[src/rtl/qos_pkg.sv]
// qos_pkg: shared helpers and default parameters for the QoS queue scheduler.
//   clog2        - width needed to index a number of items (minimum 1)
//   qos_to_class - maps a QoS tag to its class index (top bits of the tag)
//   *_DEF        - default parameter values used by the modules and the bench
package qos_pkg;

  localparam int DSIZE_DEF        = 32;
  localparam int QSIZE_DEF        = 4;
  localparam int NCLASS_DEF       = 4;
  localparam int ASIZE_DEF        = 2;
  localparam int STARVE_LIMIT_DEF = 15;

  function automatic int clog2(input int value);
    int w;
    w = 0;
    for (int i = 0; i < 32; i++) begin
      if ((1 << w) < value) w++;
    end
    return (w == 0) ? 1 : w;
  endfunction

  // Class = the top clog2(nclass) bits of the QoS tag.
  function automatic int qos_to_class(input int qos, input int qsize, input int nclass);
    return qos >> (qsize - clog2(nclass));
  endfunction

endpackage

[src/rtl/qos_queue_sched_if.sv]
// qos_queue_sched_if: write/read handshake bundle of the QoS queue scheduler.
//   iWr/iWrData/iQoS  write request, data and QoS tag
//   oFull/oDrop       target class full / previous write was dropped
//   iRd               read request
//   oEmpty            all classes empty
//   oRdValid/oRdData/oRdClass  read response (one cycle after grant)
//   oLevel            per-class occupancy, class k in [k*(ASIZE+1) +: ASIZE+1]
// Modports: slave (the scheduler), master (the requester).
interface qos_queue_sched_if
  import qos_pkg::*;
#(
  parameter int DSIZE  = DSIZE_DEF,
  parameter int QSIZE  = QSIZE_DEF,
  parameter int NCLASS = NCLASS_DEF,
  parameter int ASIZE  = ASIZE_DEF
);
  localparam int CW = clog2(NCLASS);

  logic                        iWr;
  logic [DSIZE-1:0]            iWrData;
  logic [QSIZE-1:0]            iQoS;
  logic                        oFull;
  logic                        oDrop;
  logic                        iRd;
  logic                        oEmpty;
  logic                        oRdValid;
  logic [DSIZE-1:0]            oRdData;
  logic [CW-1:0]               oRdClass;
  logic [NCLASS*(ASIZE+1)-1:0] oLevel;

  modport slave (
    input  iWr, iWrData, iQoS, iRd,
    output oFull, oDrop, oEmpty, oRdValid, oRdData, oRdClass, oLevel
  );

  modport master (
    output iWr, iWrData, iQoS, iRd,
    input  oFull, oDrop, oEmpty, oRdValid, oRdData, oRdClass, oLevel
  );
endinterface

[src/rtl/qos_sync_fifo.sv]
// qos_sync_fifo: single-clock FIFO of 2**ASIZE entries with occupancy count.
//   iClk, iResetn  clock / asynchronous active-low reset (pointers, count)
//   iWr, iWrData   push (caller guarantees not full)
//   iRd            pop  (caller guarantees not empty)
//   oRdData        head entry registered on the cycle after iRd
//   oCount         occupancy, ASIZE+1 bits
// The storage array is not reset so it maps onto block RAM; the consumer
// masks oRdData with its own valid flag.
module qos_sync_fifo #(
  parameter int DSIZE = 32,
  parameter int ASIZE = 2
) (
  input  logic             iClk,
  input  logic             iResetn,
  input  logic             iWr,
  input  logic [DSIZE-1:0] iWrData,
  input  logic             iRd,
  output logic [DSIZE-1:0] oRdData,
  output logic [ASIZE:0]   oCount
);
  logic [DSIZE-1:0] r_mem [2**ASIZE];
  logic [DSIZE-1:0] r_rd_data;
  logic [ASIZE-1:0] r_wr_ptr;
  logic [ASIZE-1:0] r_rd_ptr;
  logic [ASIZE:0]   r_count;

  always_ff @(posedge iClk) begin
    if (iWr) r_mem[r_wr_ptr] <= iWrData;
    if (iRd) r_rd_data <= r_mem[r_rd_ptr];
  end

  // Pointers wrap naturally at 2**ASIZE.
  always_ff @(posedge iClk or negedge iResetn) begin
    if (!iResetn) begin
      r_wr_ptr <= '0;
      r_rd_ptr <= '0;
      r_count  <= '0;
    end else begin
      if (iWr) r_wr_ptr <= r_wr_ptr + 1'b1;
      if (iRd) r_rd_ptr <= r_rd_ptr + 1'b1;
      case ({iWr, iRd})
        2'b10:   r_count <= r_count + 1'b1;
        2'b01:   r_count <= r_count - 1'b1;
        default: r_count <= r_count;
      endcase
    end
  end

  assign oRdData = r_rd_data;
  assign oCount  = r_count;
endmodule

[src/rtl/qos_queue_sched.sv]
// qos_queue_sched: NCLASS-class QoS queue. Writes go to the class selected
// by the top bits of iQoS; reads pop the highest-index non-empty class.
//   iClk     sole clock, rising edge
//   iResetn  asynchronous active-low reset
//   bus      qos_queue_sched_if.slave (write/read handshake, status, levels)
// Optional feature macro: QOS_AGING_EN - per-class starvation counters; a
// class that lost STARVE_LIMIT grants while non-empty overrides priority.
module qos_queue_sched
  import qos_pkg::*;
#(
  parameter int DSIZE        = DSIZE_DEF,
  parameter int QSIZE        = QSIZE_DEF,
  parameter int NCLASS       = NCLASS_DEF,
  parameter int ASIZE        = ASIZE_DEF,
  parameter int STARVE_LIMIT = STARVE_LIMIT_DEF
) (
  input logic               iClk,
  input logic               iResetn,
  qos_queue_sched_if.slave  bus
);
  localparam int CW    = clog2(NCLASS);
  localparam int DEPTH = 1 << ASIZE;

  logic [NCLASS-1:0][ASIZE:0]   w_count;
  logic [NCLASS-1:0][DSIZE-1:0] w_head;
  logic [NCLASS-1:0]            w_nonempty;
  logic [NCLASS-1:0]            w_push;
  logic [NCLASS-1:0]            w_pop;
  logic [NCLASS-1:0]            w_aged;
  logic [CW-1:0]                w_wr_cls;
  logic [CW-1:0]                w_sel;
  logic                         w_full;
  logic                         w_empty;
  logic                         w_grant;
  logic                         r_rd_valid;
  logic [CW-1:0]                r_rd_class;
  logic                         r_drop;

  assign w_wr_cls = CW'(qos_to_class(int'(bus.iQoS), QSIZE, NCLASS));
  assign w_full   = (w_count[w_wr_cls] == (ASIZE+1)'(DEPTH));
  assign w_empty  = ~|w_nonempty;
  // Counts are registered, so a write into an empty class is not yet visible here.
  assign w_grant  = bus.iRd && !w_empty;

  for (genvar gi = 0; gi < NCLASS; gi++) begin : g_class
    assign w_nonempty[gi] = (w_count[gi] != '0);
    assign w_push[gi]     = bus.iWr && !w_full && (w_wr_cls == CW'(gi));
    assign w_pop[gi]      = w_grant && (w_sel == CW'(gi));

    qos_sync_fifo #(
      .DSIZE (DSIZE),
      .ASIZE (ASIZE)
    ) u_fifo (
      .iClk    (iClk),
      .iResetn (iResetn),
      .iWr     (w_push[gi]),
      .iWrData (bus.iWrData),
      .iRd     (w_pop[gi]),
      .oRdData (w_head[gi]),
      .oCount  (w_count[gi])
    );

`ifdef QOS_AGING_EN
    localparam int AW = clog2(STARVE_LIMIT + 1);
    logic [AW-1:0] r_age;

    assign w_aged[gi] = w_nonempty[gi] && (r_age == AW'(STARVE_LIMIT));

    // Served class restarts; every other waiting class ages by one grant.
    always_ff @(posedge iClk or negedge iResetn) begin
      if (!iResetn) begin
        r_age <= '0;
      end else if (w_grant) begin
        if (w_sel == CW'(gi))
          r_age <= '0;
        else if (w_nonempty[gi] && (r_age != AW'(STARVE_LIMIT)))
          r_age <= r_age + 1'b1;
      end
    end
`else
    assign w_aged[gi] = 1'b0;
`endif
  end

  // Later (higher-index) hits overwrite earlier ones; aged classes beat plain priority.
  always_comb begin
    w_sel = '0;
    for (int k = 0; k < NCLASS; k++) begin
      if (w_nonempty[k]) w_sel = CW'(k);
    end
    for (int k = 0; k < NCLASS; k++) begin
      if (w_aged[k]) w_sel = CW'(k);
    end
  end

  always_ff @(posedge iClk or negedge iResetn) begin
    if (!iResetn) begin
      r_rd_valid <= 1'b0;
      r_rd_class <= '0;
      r_drop     <= 1'b0;
    end else begin
      r_rd_valid <= w_grant;
      if (w_grant) r_rd_class <= w_sel;
      r_drop     <= bus.iWr && w_full;
    end
  end

  assign bus.oFull    = w_full;
  assign bus.oDrop    = r_drop;
  assign bus.oEmpty   = w_empty;
  assign bus.oRdValid = r_rd_valid;
  assign bus.oRdData  = r_rd_valid ? w_head[r_rd_class] : '0;
  assign bus.oRdClass = r_rd_class;
  assign bus.oLevel   = w_count;
endmodule

[src/flat_wrapper.sv]
// flat-port wrapper written by rule: the top's interface ports become plain ports
module qos_queue_sched_flat import qos_pkg::*;
#(
  parameter int DSIZE        = DSIZE_DEF,
  parameter int QSIZE        = QSIZE_DEF,
  parameter int NCLASS       = NCLASS_DEF,
  parameter int ASIZE        = ASIZE_DEF,
  parameter int STARVE_LIMIT = STARVE_LIMIT_DEF
)
  (iClk, iResetn, bus_iWr, bus_iWrData, bus_iQoS, bus_iRd, bus_oFull, bus_oDrop, bus_oEmpty, bus_oRdValid, bus_oRdData, bus_oRdClass, bus_oLevel);
  qos_queue_sched_if #(.DSIZE(DSIZE), .QSIZE(QSIZE), .NCLASS(NCLASS), .ASIZE(ASIZE)) bus_i ();
  input logic iClk;
  input logic iResetn;
  input wire logic [$bits(bus_i.iWr)-1:0] bus_iWr;
  input wire logic [$bits(bus_i.iWrData)-1:0] bus_iWrData;
  input wire logic [$bits(bus_i.iQoS)-1:0] bus_iQoS;
  input wire logic [$bits(bus_i.iRd)-1:0] bus_iRd;
  output wire logic [$bits(bus_i.oFull)-1:0] bus_oFull;
  output wire logic [$bits(bus_i.oDrop)-1:0] bus_oDrop;
  output wire logic [$bits(bus_i.oEmpty)-1:0] bus_oEmpty;
  output wire logic [$bits(bus_i.oRdValid)-1:0] bus_oRdValid;
  output wire logic [$bits(bus_i.oRdData)-1:0] bus_oRdData;
  output wire logic [$bits(bus_i.oRdClass)-1:0] bus_oRdClass;
  output wire logic [$bits(bus_i.oLevel)-1:0] bus_oLevel;
  assign bus_i.iWr = bus_iWr;
  assign bus_i.iWrData = bus_iWrData;
  assign bus_i.iQoS = bus_iQoS;
  assign bus_i.iRd = bus_iRd;
  assign bus_oFull = bus_i.oFull;
  assign bus_oDrop = bus_i.oDrop;
  assign bus_oEmpty = bus_i.oEmpty;
  assign bus_oRdValid = bus_i.oRdValid;
  assign bus_oRdData = bus_i.oRdData;
  assign bus_oRdClass = bus_i.oRdClass;
  assign bus_oLevel = bus_i.oLevel;
  qos_queue_sched #(.DSIZE(DSIZE), .QSIZE(QSIZE), .NCLASS(NCLASS), .ASIZE(ASIZE), .STARVE_LIMIT(STARVE_LIMIT)) u_core (.iClk(iClk), .iResetn(iResetn), .bus(bus_i));
endmodule
[config.mk]
export PLATFORM = sky130hd
export DESIGN_NAME = qos_queue_sched_flat
export DESIGN_NICKNAME = d
export VERILOG_FILES = /design/src/rtl/qos_pkg.sv /design/src/rtl/qos_queue_sched_if.sv /design/src/rtl/qos_sync_fifo.sv /design/src/rtl/qos_queue_sched.sv /design/src/flat_wrapper.sv
export SDC_FILE = /design/constraint.sdc
export NUM_CORES = 1
export LEC_CHECK = 0
export ABC_CLOCK_PERIOD_IN_PS = 3500
export BUFFER_PORTS_ARGS = -buffer_cell sky130_fd_sc_hd__buf_2
export CAP_MARGIN = 20
export CORE_ASPECT_RATIO = 0.6
export CORE_MARGIN = 4
export CORE_UTILIZATION = 30
export DETAILED_ROUTE_END_ITERATION = 8
export PLACE_DENSITY = 0.48
export SYNTH_ARGS = -nofsm -noshare
export SYNTH_HDL_FRONTEND = slang
export SYNTH_SLANG_ARGS = --single-unit
[constraint.sdc]
create_clock -name iClk -period 3.5 [get_ports iClk]
set_input_delay 0.35 -clock iClk [delete_from_list [all_inputs] [get_ports iClk]]
set_output_delay 0.35 -clock iClk [all_outputs]
set_load 0.05 [all_outputs]
==> run summary <==
Hold endpoint - u_core.bus.oRdClass[0]$_DFFE_PN0P_
Average wire per standard cell - 25.20 um
CTS Buffer Depth - 3
Worst EP arrival - 2560 ps
WP data required - 3150 ps
Core area - 82290 sq um
Leakage - 0.009398 uW
CP max-delay cell - dfrtp_2
Power Total - 21430 uW
CP Capture Type - primary output
Critical Path Start Type - flip-flop
Warnings from Yosys - 0
P&R area growth vs syn - 16.56%
P_sw - 6051 uW
Antenna violations before repair - 1
Setup violators final - 0
Critical Path, Cell by Cell - buf_12 > mux4_2 > and2_1 > buf_2
Multi-input gate area - 4867 sq um
Dpl hpwl - 33060 um
Cell Area, Synth - 25140 sq um
Main synth FF type - edfxtp_1
Clk Latency, worst-skew pair - 630 ps
Hold crit path type - primary input to flip-flop
Peak VDD IR - 0.3377 mV
RSZ-0062 raised after global routing - false
Fin nets - 1251
CP peak stage delay - 840 ps
Switching Share - 0.2823
Final Max Tran Viols - 0
First DRT Iteration DRCs - 913
Placer congestion estimate - 0.6768
Total internal power - 15380 uW
Worst Clk Skew - 24.54 ps
Seq cells post-synth - 672
Antenna viol nets, final - 0
Final Util - 0.3561
Most frequent cells in the layout - 640 x edfxtp_1, 160 x mux4_2, 87 x buf_2
Commonest non-fill, non-tap cell in the layout - edfxtp_1
Die area - 88650 sq um
Worst-path maximum fanout - 19
Status - complete, no violations
CP Class - flip-flop to primary output
Global-route wire length before repair - 85330 um
Combinational share of power - 0.205
Share of cells above drive strength 1 - 0.3355
Post-route insts no fill - 2354
Reg clk slew, reported paths - 70 ps
Period utilisation layout - 0.8307
Routed vias - 10940
FP Rows - 81
Hold Path Stages - 2
TritonCTS Buffers - 59
Final Hold Vio Count - 0
Post-synth ARST share - 0.04762
Die width - 381.7 um
Start of the worst register-to-register path - u_core.g_class[0].u_fifo.oCount[2]$_DFFE_PN0P_
Worst Hold Launch - bus_iRd
Sink Count - 672
Clock power share - 0.310
Pwr per Cell Area - 731.4 nW/um^2
# fillers - 7626
H-tree levels - 2
Clock root cell - clkbuf_16
GRT Total Usage - 0.1345
Cells on worst reg2reg path - 10
Initial Util - 0.3055
Overflow left after global routing - 0
Gate Count Post-Synth - 1044
WHS - 53.13 ps
Maxcap violations - 0
Fin crit period - 2908 ps
R2r endpoint - u_core.g_class[0].u_fifo.oCount[2]$_DFFE_PN0P_
Mapped Nets - 1108
I/O pin total - 90
CTS tree - built
Yosys cell types - 40
Post-Route WL - 59320 um
Post-route DRC - 0
Fin Setup TNS - 0 ps
# port buffers - 87
Number of synthesized flops with an enable pin - 640
Sequential power share - 0.484
Slew @ Worst Pin - 935.4 ps
Syn Area/Cell - 24.08 sq um
DR pass1 iterations - 5
Slew Limit Headroom - 0.3764
Diode count - 0
R2r setup slk - 720 ps
Vias per cell - 4.645
Vias in the first global route - 11440
Placed cells - 2244
Register area share after synthesis - 0.7963
Die height - 232.2 um
Register Area - 20030 sq um
Fmax - 0.3439 GHz
Largest net degree at the start of global routing - 35
==> per-layer routing <==
layer	vias up	share of wire	global-route usage
li1	4624	-	-
met1	6005	0.51	0.2119
met2	234	0.42	0.1914
met3	70	0.054	0.02988
met4	2	0.014	0.02297
met5	-	0.00029	0
==> layout make-up <==
type                       count  share of cell area
clock inverter                40             0.01499
sequential                   672              0.6836
timing repair buffer         126             0.03271
clock buffer                  68             0.05154
tap                         1120             0.04782
multi-input combinational    303              0.1661
inverter                      25            0.003202
==> metrics by stage <==
stage / worst slack, ps / area (sq um)
6_report: 592.5 / 29300
5_1_grt: 468.2 / 29300
4_1_cts: 491.7 / 29300
3_5_place_dp: 466.7 / 27330
3_3_place_gp: 518.4 / 27290
2_1_floorplan: 154.8 / 25140
==> cells by family after synthesis <==
| logic type | Yosys count | share of synthesized area |
|---|---|---|
| flops | 672 | 0.7963 |
| simple gates | 80 | 0.02095 |
| mux | 168 | 0.1475 |
| fa+ha+maj | 24 | 0.01314 |
| buf+inv | 69 | 0.01135 |
| xor+xnor | 24 | 0.008361 |
| compound gates | 7 | 0.002389 |
==> registers in the layout (all words and copies together) (netlist names) <==
register	flops
u_core.g_class.u_fifo.r_rd_ptr	8
u_core.bus.oRdClass	2
u_core.bus.oDrop	1
u_core.bus.oRdValid	1
u_core.g_class.u_fifo.oRdData	128
u_core.g_class.u_fifo.r_mem	512
u_core.g_class.u_fifo.r_wr_ptr	8
u_core.g_class.u_fifo.oCount	12
==> power by group through the flow <==
stage / logic [uW] / registers, uW / clock network, uW
floorplan: 3050 / 10400 / 0
global placement: 4370 / 10700 / 0
detailed placement: 4530 / 10600 / 0
CTS: 4550 / 10400 / 6850
global route: 4770 / 10500 / 7210
finish: 4400 / 10400 / 6650
==> cell usage after synthesis, types with 2 or more instances <==
cell type  number  area share
buf_2          15      0.0030
dfrtp_1        32       0.032
mux2i_1         3      0.0012
edfxtp_1      640        0.76
and2_1         50       0.012
o21ai_0         2     0.00040
xor2_1         12      0.0042
fa_1            4      0.0032
nor3_1          4     0.00080
mux4_2        160        0.14
xnor2_1        12      0.0042
nor4b_1         2     0.00070
nor2_1          4     0.00060
clkbuf_1       26      0.0039
inv_1          25      0.0037
nand2_1         8      0.0012
ha_1           20       0.010
mux2_2          2     0.00090
buf_1           2     0.00030
==> repair_timing <==
| action | in CTS | in global routing |
|---|---|---|
| hold buffers | 2 | 0 |
| resized for setup | 0 | 0 |
| endpoints found under the hold margin | 33 | 0 |
| buffers inserted | 0 | 0 |
==> worst max path at each step <==
| stage | start | endpoint | cells after the start |
|---|---|---|---|
| finish | u_core.bus.oRdClass[1]$_DFFE_PN0P_ | bus_oRdData[16] | 4 |
| global route | u_core.bus.oRdClass[1]$_DFFE_PN0P_ | bus_oRdData[31] | 4 |
| CTS | u_core.bus.oRdClass[1]$_DFFE_PN0P_ | bus_oRdData[31] | 4 |
| detailed placement | bus_iQoS[2] | u_core.g_class[0].u_fifo.oCount[2]$_DFFE_PN0P_ | 11 |
| global placement | bus_iQoS[2] | u_core.g_class[0].u_fifo.oCount[2]$_DFFE_PN0P_ | 11 |
| floorplan | u_core.g_class[3].u_fifo.oCount[0]$_DFFE_PN0P_ | u_core.g_class[1].u_fifo.oCount[2]$_DFFE_PN0P_ | 8 |
==> worst max-delay path: cells and delay by family (launching register included) <==
| family | cells | cell delay [ps] |
|---|---|---|
| DFF | 1 | 840 |
| muxes | 1 | 330 |
| and+or+nand+nor | 1 | 210 |
| buffers and inverters | 2 | 530 |
(Power assumes the default switching activity.)
